==> config.mk <==
export PLATFORM = sky130hd
export DESIGN_NAME = pwm_capture
export DESIGN_NICKNAME = d
export VERILOG_FILES = /design/src/rtl/pwm_capture.sv
export SDC_FILE = /design/constraint.sdc
export NUM_CORES = 1
export LEC_CHECK = 0
export ABC_CLOCK_PERIOD_IN_PS = 2000
export CORE_AREA = 2 2 115 129
export DETAILED_ROUTE_END_ITERATION = 16
export DIE_AREA = 0 0 117 131
export GPL_TIMING_DRIVEN = 0
export HOLD_SLACK_MARGIN = 0.06
export PLACE_DENSITY = 0.41
export SLEW_MARGIN = 0
export SYNTH_ARGS = -nofsm -noshare
export SYNTH_HDL_FRONTEND = slang
export SYNTH_SLANG_ARGS = --single-unit
==> constraint.sdc <==
create_clock -name sys_clk -period 2 [get_ports sys_clk]
set_input_delay 0.4 -clock sys_clk [delete_from_list [all_inputs] [get_ports sys_clk]]
set_output_delay 0.4 -clock sys_clk [all_outputs]
set_load 0.02 [all_outputs]
==> src/rtl/pwm_capture.sv <==
// pwm_capture: measures PWM period/high time in sys_clk cycles; valid 3 clks after closing rise is sampled, no backpressure.
// Optional 4-period averaging when PWM_CAPTURE_AVG_EN is defined.
module pwm_capture #(
  parameter int          CNT_W   = 16,
  parameter int unsigned TIMEOUT = 60_000
) (
  input  logic             sys_clk,
  input  logic             rst,
  input  logic             en,
  input  logic             pwm_in,
  output logic [CNT_W-1:0] period_cnt,
  output logic [CNT_W-1:0] high_cnt,
  output logic             valid,
  output logic             timeout,
  output logic             stuck_level
);

  localparam logic [CNT_W-1:0] TO_VAL = CNT_W'(TIMEOUT);

  typedef enum logic [2:0] {IDLE, WAIT_RISE, HIGH, LOW, STUCK} state_t;

  state_t           state, state_nxt;
  logic             m0, m1, m2;
  logic [CNT_W-1:0] cnt, cnt_nxt;
  logic [CNT_W-1:0] high_lat, high_lat_nxt;
  logic [CNT_W-1:0] period_nxt, high_nxt;
  logic             valid_nxt, timeout_nxt, stuck_nxt;
  logic             rise, fall, cnt_sat, stuck_hit, take_timeout, close_per;

`ifdef PWM_CAPTURE_AVG_EN
  logic [CNT_W+1:0] psum, psum_nxt, psum_add;
  logic [CNT_W+1:0] hsum, hsum_nxt, hsum_add;
  logic [1:0]       nper, nper_nxt;
`endif

  assign rise      = m1 & ~m2;
  assign fall      = ~m1 & m2;
  assign cnt_sat   = (cnt == TO_VAL);
  // An edge in the saturation cycle wins over the timeout.
  assign stuck_hit = cnt_sat & ~rise & ~fall;

  always_comb begin
    state_nxt    = state;
    cnt_nxt      = cnt;
    high_lat_nxt = high_lat;
    period_nxt   = period_cnt;
    high_nxt     = high_cnt;
    valid_nxt    = 1'b0;
    timeout_nxt  = timeout;
    stuck_nxt    = stuck_level;
    take_timeout = 1'b0;
    close_per    = 1'b0;
`ifdef PWM_CAPTURE_AVG_EN
    psum_nxt = psum;
    hsum_nxt = hsum;
    nper_nxt = nper;
    psum_add = psum + {2'b00, cnt};
    hsum_add = hsum + {2'b00, high_lat};
`endif
    if (!en) begin
      state_nxt = IDLE;
      cnt_nxt   = '0;
`ifdef PWM_CAPTURE_AVG_EN
      psum_nxt = '0;
      hsum_nxt = '0;
      nper_nxt = '0;
`endif
    end else begin
      if (rise)
        cnt_nxt = CNT_W'(1);
      else if (!cnt_sat)
        cnt_nxt = cnt + CNT_W'(1);

      case (state)
        IDLE: begin
          cnt_nxt   = '0;
          state_nxt = WAIT_RISE;
        end
        WAIT_RISE: begin
          if (rise)           state_nxt = HIGH;
          else if (stuck_hit) take_timeout = 1'b1;
        end
        HIGH: begin
          if (fall) begin
            high_lat_nxt = cnt;
            state_nxt    = LOW;
          end else if (stuck_hit) begin
            take_timeout = 1'b1;
          end
        end
        LOW: begin
          if (rise)           close_per = 1'b1;
          else if (stuck_hit) take_timeout = 1'b1;
        end
        STUCK: begin
          if (rise) state_nxt = HIGH;
        end
        default: state_nxt = IDLE;
      endcase

      if (take_timeout) begin
        timeout_nxt = 1'b1;
        stuck_nxt   = m1;
        period_nxt  = '0;
        high_nxt    = '0;
        valid_nxt   = 1'b1;
        state_nxt   = STUCK;
`ifdef PWM_CAPTURE_AVG_EN
        psum_nxt = '0;
        hsum_nxt = '0;
        nper_nxt = '0;
`endif
      end

      if (close_per) begin
        state_nxt = HIGH;
`ifdef PWM_CAPTURE_AVG_EN
        if (nper == 2'd3) begin
          period_nxt  = psum_add[CNT_W+1:2];
          high_nxt    = hsum_add[CNT_W+1:2];
          valid_nxt   = 1'b1;
          timeout_nxt = 1'b0;
          psum_nxt    = '0;
          hsum_nxt    = '0;
          nper_nxt    = '0;
        end else begin
          psum_nxt = psum_add;
          hsum_nxt = hsum_add;
          nper_nxt = nper + 2'd1;
        end
`else
        period_nxt  = cnt;
        high_nxt    = high_lat;
        valid_nxt   = 1'b1;
        timeout_nxt = 1'b0;
`endif
      end
    end
  end

  always_ff @(posedge sys_clk) begin
    if (rst) begin
      m0          <= 1'b0;
      m1          <= 1'b0;
      m2          <= 1'b0;
      state       <= IDLE;
      cnt         <= '0;
      high_lat    <= '0;
      period_cnt  <= '0;
      high_cnt    <= '0;
      valid       <= 1'b0;
      timeout     <= 1'b0;
      stuck_level <= 1'b0;
`ifdef PWM_CAPTURE_AVG_EN
      psum        <= '0;
      hsum        <= '0;
      nper        <= '0;
`endif
    end else begin
      m0          <= pwm_in;
      m1          <= m0;
      m2          <= m1;
      state       <= state_nxt;
      cnt         <= cnt_nxt;
      high_lat    <= high_lat_nxt;
      period_cnt  <= period_nxt;
      high_cnt    <= high_nxt;
      valid       <= valid_nxt;
      timeout     <= timeout_nxt;
      stuck_level <= stuck_nxt;
`ifdef PWM_CAPTURE_AVG_EN
      psum        <= psum_nxt;
      hsum        <= hsum_nxt;
      nper        <= nper_nxt;
`endif
    end
  end

endmodule
==> flow_metrics.env, run 1 <==
export IMPL_clock_latency_ps=340
export IMPL_path_class="reg -> reg"
export IMPL_pin_count=39
export IMPL_yosysSeqAreaShare=0.424
export IMPL_detail_route_iter0_violations=142
export IMPL_multi_input_area_sq_mm=0.00183
export IMPL_htreeDepth=3
export IMPL_ys_ff_latch=73
export IMPL_ff2ff_path_depth=6
export IMPL_avgViaCountPerCell=4.64
export IMPL_fin_skew_ps=6.45
export IMPL_clockBufferDepth=2
export IMPL_finalSetupViolCount=0
export IMPL_antenna_found_initial=0
export IMPL_die_w_microns=117
export IMPL_ys_flop_type="dfxtp_1"
export IMPL_syn_mean_instance_area_sq_um=9.22
export IMPL_irDropWorstVdd_mv=0.332
export IMPL_area_growth_pct=28.0
export IMPL_r2r_slack_ps=120
export IMPL_synth_edf_count=0
export IMPL_grt_pass1_vias=2848
export IMPL_cp_slowest_cell="or4_2"
export IMPL_initial_utilization=0.244
export IMPL_grt_overflow=0
export IMPL_place_ws_ps=-547
export IMPL_final_min_period_over_clock_period=0.941
export IMPL_syn_area_sq_mm=0.00345
export IMPL_cp_startpoint="cnt[0]"
export IMPL_row_count=46
export IMPL_hold_ws_ps=455
export IMPL_port_buffers=37
export IMPL_slew_headroom=0.679
export IMPL_start_kind="flop"
export IMPL_rsz0062_at_grt="false"
export IMPL_drtPass1Iterations=4
export IMPL_clk_pin_slew_worst_paths_ps=60
export IMPL_layout_drive_gt1_share=0.110
export IMPL_power_total_w=0.00318
export IMPL_seq_area_sq_mm=0.00147
export IMPL_fp_coreArea_sq_mm=0.0141
export IMPL_worstReg2RegEnd="state[1]"
export IMPL_post_route_util=0.313
export IMPL_postSynthCellCount=374
export IMPL_endpoint="state[1]"
export IMPL_cp_required_ps=2250
export IMPL_timing_rr_start="cnt[0]"
export IMPL_wl_per_cell_microns=15.5
export IMPL_cp_arrival_ps=2140
export IMPL_ys_warn_count=0
export IMPL_ant_nets=0
export IMPL_finalCriticalPeriod_ps=1880
export IMPL_cts_sinks=73
export IMPL_hpwl_microns=6910
export IMPL_async_reset_ff_frac=0
export IMPL_numCtsBuffers=9
export IMPL_slowest_delay_ps=650
export IMPL_max_cap_violations=0
export IMPL_gp_congestion=0.823
export IMPL_dieArea_sq_mm=0.0153
export IMPL_vias=2874
export IMPL_holdCritPathClass="reg -> reg"
export IMPL_crit_chain="inv_1, ha_2, nand3b_4, or3_4, or4_2, o31ai_1"
export IMPL_crit_fanout=6
export IMPL_ys_types=47
export IMPL_synth_nets=380
export IMPL_wl_microns=9600
export IMPL_drcViolationCount=0
export IMPL_cts_root_buf="clkbuf_16"
export IMPL_cellPowerDensity_mw_per_mm2=720
export IMPL_hold_viol=0
export IMPL_cts_hold_buffers=0
export IMPL_outcome="finished clean"
export IMPL_slew_viol_final=0
export IMPL_cp_end_kind="flop"
export IMPL_grt_max_degree=13
export IMPL_setup_slack_ps=118
export IMPL_fmax_ghz=0.531
export IMPL_die_h_microns=131
export IMPL_grtUsageTotal=0.135
export IMPL_fill_cells=1508
export IMPL_leakagePower_nw=1.52
export IMPL_cts_tree="done"
export IMPL_num_nets_final=429
export IMPL_grt_pass1_wl_microns=15600
export IMPL_worstMarginPinSlew_ps=481
export IMPL_antenna_cells=0
## critical path: cells and delay by family, from the launching register on
kind,cells,cell delay [ps]
buf+inv,1,60
simple gates,3,1090
compound gates,1,80
fa+ha+maj,1,190
flops,1,370
## cell type report
class                      instances  share of cell area
buffer                            32              0.0366
multi-input combinational        263               0.416
inverter                           4             0.00340
clock inverter                     5              0.0128
tap                              192              0.0544
sequential                        73               0.333
clock buffer                      10              0.0542
timing repair buffer              40              0.0899
## flip-flops by register name (all words and copies together) (netlist names)
name	count
cnt	16
high_cnt	16
high_lat	16
period_cnt	16
state	3
m0	1
m1	1
m2	1
stuck_level	1
timeout	1
valid	1
## placed cells by master (no fill, tap or decap), types with 2 or more instances in the layout
cell and instances:
or3_4 2, o21ai_0 4, and2_1 2, clkinv_2 2
clkbuf_16 9, or4_1 2, clkdlybuf4s50_1 37, nand2b_1 34
nand4_1 4, o31ai_1 34, nor3_1 5, a21oi_1 6
inv_1 4, buf_6 3, and3_1 4, buf_2 5
xor2_1 7, clkbuf_1 18, buf_4 3, nor2b_1 5
or3_1 5, nand2_1 6, nand3b_1 2, mux2i_1 17
and3b_1 2, dfxtp_4 2, o22a_1 32, nand3_1 39
clkbuf_2 4, dfxtp_1 70, nor2_1 27
## per-layer routing
| metal | global-route usage | wire (microns) |
|---|---|---|
| met2 | 0.203 | 4140 |
| met4 | 0.0692 | 249 |
| met1 | 0.185 | 4900 |
| met5 | 0 | 0 |
| met3 | 0.0240 | 314 |
## Yosys cell counts, types with 3 or more instances
cell type	count	area [sq um]
o22a_1	32	280
nor3_1	5	25.0
nor2_1	27	101
nand3_1	39	195
mux2i_1	17	170
or3_1	6	37.5
nand4_1	4	25.0
o31ai_1	34	255
xor2_1	7	61.3
inv_1	4	15.0
dfxtp_1	73	1460
a21oi_1	6	30.0
clkbuf_1	24	90.1
buf_6	3	33.8
nand2b_1	35	219
nor2b_1	5	31.3
buf_2	4	20.0
nand2_1	6	22.5
o21ai_0	4	20.0
and3b_1	3	26.3
and3_1	4	25.0
## stage by stage
stage | TNS (ps) | std cells | instance area [sq um]
4_1_cts | 0 | 619 | 4390
6_report | 0 | 619 | 4410
3_5_place_dp | -21850 | 603 | 4060
5_1_grt | 0 | 619 | 4410
2_1_floorplan | 0 | 374 | 3450
3_3_place_gp | -21870 | 603 | 4060
## how the worst min path moves through the flow
stage | startpoint | end | cells after the start
after CTS | m0 | m1 | 1
final | m0 | m1 | 1
after floorplan | m0 | m1 | 1
after global placement | m0 | m1 | 1
after global routing | m0 | m1 | 1
after detailed placement | m0 | m1 | 1
## cell families after synthesis
group	count (synthesis)	share of synthesized area
multiplexers	18	0.0526
XOR/XNOR	8	0.0203
adder cells (fa/ha/maj)	2	0.00726
AO/OA/AOI/OAI	82	0.185
flip-flops	73	0.424
buffers and inverters	38	0.0505
AND/OR/NAND/NOR	153	0.261
## power breakdown
group          leakage [nW]  switching [W]  internal [W]  total (W)
registers             0.591     0.00000519       0.00146    0.00146
logic                 0.780      0.0000597     0.0000329  0.0000926
clock network         0.144       0.000633      0.000990    0.00162
total                  1.52       0.000698       0.00248    0.00318
## what timing repair did
item	4_1_cts	5_1_grt
pin swaps	1	2
endpoints found under the hold margin	0	0
resized for setup	10	8
cloned	0	0
setup endpoints to repair	57	37
buffers inserted	3	0
(Power assumes the default switching activity.)
==> run 2: changes to the inputs <==
--- a/config.mk
+++ b/config.mk
@@ -9,6 +9,7 @@
 export CORE_AREA = 2 2 115 129
 export DETAILED_ROUTE_END_ITERATION = 16
 export DIE_AREA = 0 0 117 131
+export GPL_ROUTABILITY_DRIVEN = 1
 export GPL_TIMING_DRIVEN = 0
 export HOLD_SLACK_MARGIN = 0.06
 export PLACE_DENSITY = 0.41
==> results of run 2 <==
The final DEF is identical to that of run 1; final timing and power are the same.
==> run 3: changes to the inputs <==
--- a/config.mk
+++ b/config.mk
@@ -12,7 +12,6 @@
 export GPL_ROUTABILITY_DRIVEN = 1
 export GPL_TIMING_DRIVEN = 0
 export HOLD_SLACK_MARGIN = 0.06
-export PLACE_DENSITY = 0.41
 export SLEW_MARGIN = 0
 export SYNTH_ARGS = -nofsm -noshare
 export SYNTH_HDL_FRONTEND = slang
==> run 3 against run 2 <==
Fmax down 2.4%. Non-clock buffer count grew 4. Worst hold slack gained 7.0 ps. Core utilization is 0.69 points higher. Final cell count grew 0.81%. Critical endpoint is now high_cnt[4]. Largest cell class unchanged. Largest power group unchanged. Highest routed layer unchanged.
==> flow_metrics.env, run 3 (synthesis results as in run 1) <==
export IMPL_layout_drive_gt1_share=0.116
export IMPL_outcome="finished clean"
export IMPL_port_buffers=37
export IMPL_fin_skew_ps=6.21
export IMPL_cp_end_kind="flop"
export IMPL_wl_microns=9060
export IMPL_grtUsageTotal=0.123
export IMPL_grt_max_degree=13
export IMPL_seq_area_sq_mm=0.00147
export IMPL_placed_cell_area_sq_mm=0.00406
export IMPL_worstMarginPinSlew_ps=498
export IMPL_slew_headroom=0.668
export IMPL_pin_count=39
export IMPL_ff2ff_path_depth=8
export IMPL_cellPowerDensity_mw_per_mm2=755
export IMPL_design_area_sq_mm=0.00451
export IMPL_crit_fanout=7
export IMPL_timing_rr_start="cnt[1]"
export IMPL_vias=2938
export IMPL_stdcell_count=624
export IMPL_ant_nets=0
export IMPL_clk_pin_slew_worst_paths_ps=60
export IMPL_area_growth_pct=30.9
export IMPL_groute_layer_met2_usage=0.197
export IMPL_critPathBufInv=3
export IMPL_cts_sinks=73
export IMPL_met1_usage=0.164
export IMPL_holdCritPathClass="reg -> reg"
export IMPL_leakagePower_nw=1.57
export IMPL_crit_chain="inv_1, ha_4, nand3b_4, or3_4, nor4_4, buf_6, clkbuf_16, o31ai_1"
export IMPL_die_w_microns=117
export IMPL_clock_latency_ps=330
export IMPL_fill_cells=1469
export IMPL_detail_route_iter0_violations=156
export IMPL_cp_slowest_cell="or3_4"
export IMPL_num_nets_final=433
export IMPL_worstReg2RegEnd="high_cnt[4]"
export IMPL_wl_per_cell_microns=14.5
export IMPL_antenna_cells=0
export IMPL_worstHoldEndpoint="m1"
export IMPL_finalSetupViolCount=0
export IMPL_hold_depth=1
export IMPL_hold_viol=0
export IMPL_antenna_found_initial=0
export IMPL_irDropWorstVdd_mv=0.440
export IMPL_layout_commonest_cell="dfxtp_1"
export IMPL_cp_startpoint="cnt[1]"
export IMPL_start_kind="flop"
export IMPL_cts_root_buf="clkbuf_16"
export IMPL_power_total_w=0.00340
export IMPL_cp_arrival_ps=2140
export IMPL_gp_congestion=0.875
export IMPL_finalCriticalPeriod_ps=1930
export IMPL_drtPass1Iterations=5
export IMPL_fmax_ghz=0.519
export IMPL_slew_viol_final=0
export IMPL_slowest_delay_ps=420
export IMPL_drcViolationCount=0
export IMPL_clockBufferDepth=2
export IMPL_r2r_slack_ps=70
export IMPL_numCtsBuffers=9
export IMPL_initial_utilization=0.244
export IMPL_hold_start="m0"
export IMPL_hpwl_microns=6480
export IMPL_grt_overflow=0
export IMPL_dieArea_sq_mm=0.0153
export IMPL_layout_common_cells="70 x dfxtp_1, 39 x nand3_1, 36 x clkdlybuf4s50_1, 34 x nand2b_1, 34 x o31ai_1"
export IMPL_htreeDepth=3
export IMPL_multi_input_area_sq_mm=0.00183
export IMPL_grt_busiest_layer="met2"
export IMPL_max_cap_violations=0
export IMPL_path_class="reg -> reg"
export IMPL_cp_required_ps=2210
export IMPL_final_min_period_over_clock_period=0.964
export IMPL_placed_cells=603
export IMPL_path_delay_family="simple AND/OR/NAND/NOR gates"
export IMPL_met3_usage=0.0198
export IMPL_grt_pass1_vias=2967
export IMPL_avgViaCountPerCell=4.71
export IMPL_fp_coreArea_sq_mm=0.0141
export IMPL_cts_tree="done"
export IMPL_row_count=46
export IMPL_grt_pass1_wl_microns=14800
export IMPL_die_h_microns=131
-- run 3: cell count changes in the layout (fill, tap and decap cells not counted), moves of 2 or more --
cell and delta:
buf_4 +2, buf_6 -2, buf_8 +2, bufinv_16 +2
-- run 3: timing repair --
action	CTS	global route
setup endpoints to repair	56	41
gates cloned	0	1
pin swaps	1	3
hold buffers	0	0
resized for setup	10	12
setup buffers	3	2
-- run 3: final cells by class --
cell class,count,area share
Sequential cell,73,0.326
Tap cell,192,0.0533
Timing Repair Buffer,43,0.0965
Multi-Input combinational cell,263,0.406
Buffer,33,0.0383
Clock inverter,6,0.0233
Inverter,4,0.00333
Clock buffer,10,0.0530
-- run 3: worst reg2reg max path: stages (launching register included) --
cell,delay (ps)
dfxtp_4,340
inv_1,90
ha_4,150
nand3b_4,80
or3_4,420
nor4_4,270
buf_6,220
clkbuf_16,160
o31ai_1,70
-- run 3: per-layer routing --
layer,vias to the layer above,share of wire
li1,1483,-
met1,1376,0.48
met2,69,0.45
met3,10,0.057
met4,0,0.015
met5,-,0
-- run 3: stage by stage --
stage                     setup WS (ps)  hold slack (ps)  setup TNS (ps)   util
after floorplan                     148              414               0      -
after CTS                          21.0              460               0  0.315
after detailed placement           -453              448          -17710  0.288
after global placement             -440              431          -17090  0.288
final                              72.3              462               0  0.320
after global routing              -12.5              477           -33.6  0.320
-- run 3: power by group --
part | switching (W) | internal (W)
Clock | 0.000605 | 0.00124
Sequential | 0.00000533 | 0.00146
Combinational | 0.0000592 | 0.0000326
-- run 3: how the worst max path moves through the flow --
stage | to | slack (ps) | cells after the start
after floorplan | high_cnt[15] | 150 | 7
after global placement | cnt[9] | -440 | 6
after detailed placement | cnt[9] | -450 | 6
after CTS | high_cnt[10] | 20 | 8
after global routing | period_cnt[10] | -10 | 8
final | high_cnt[4] | 70 | 8
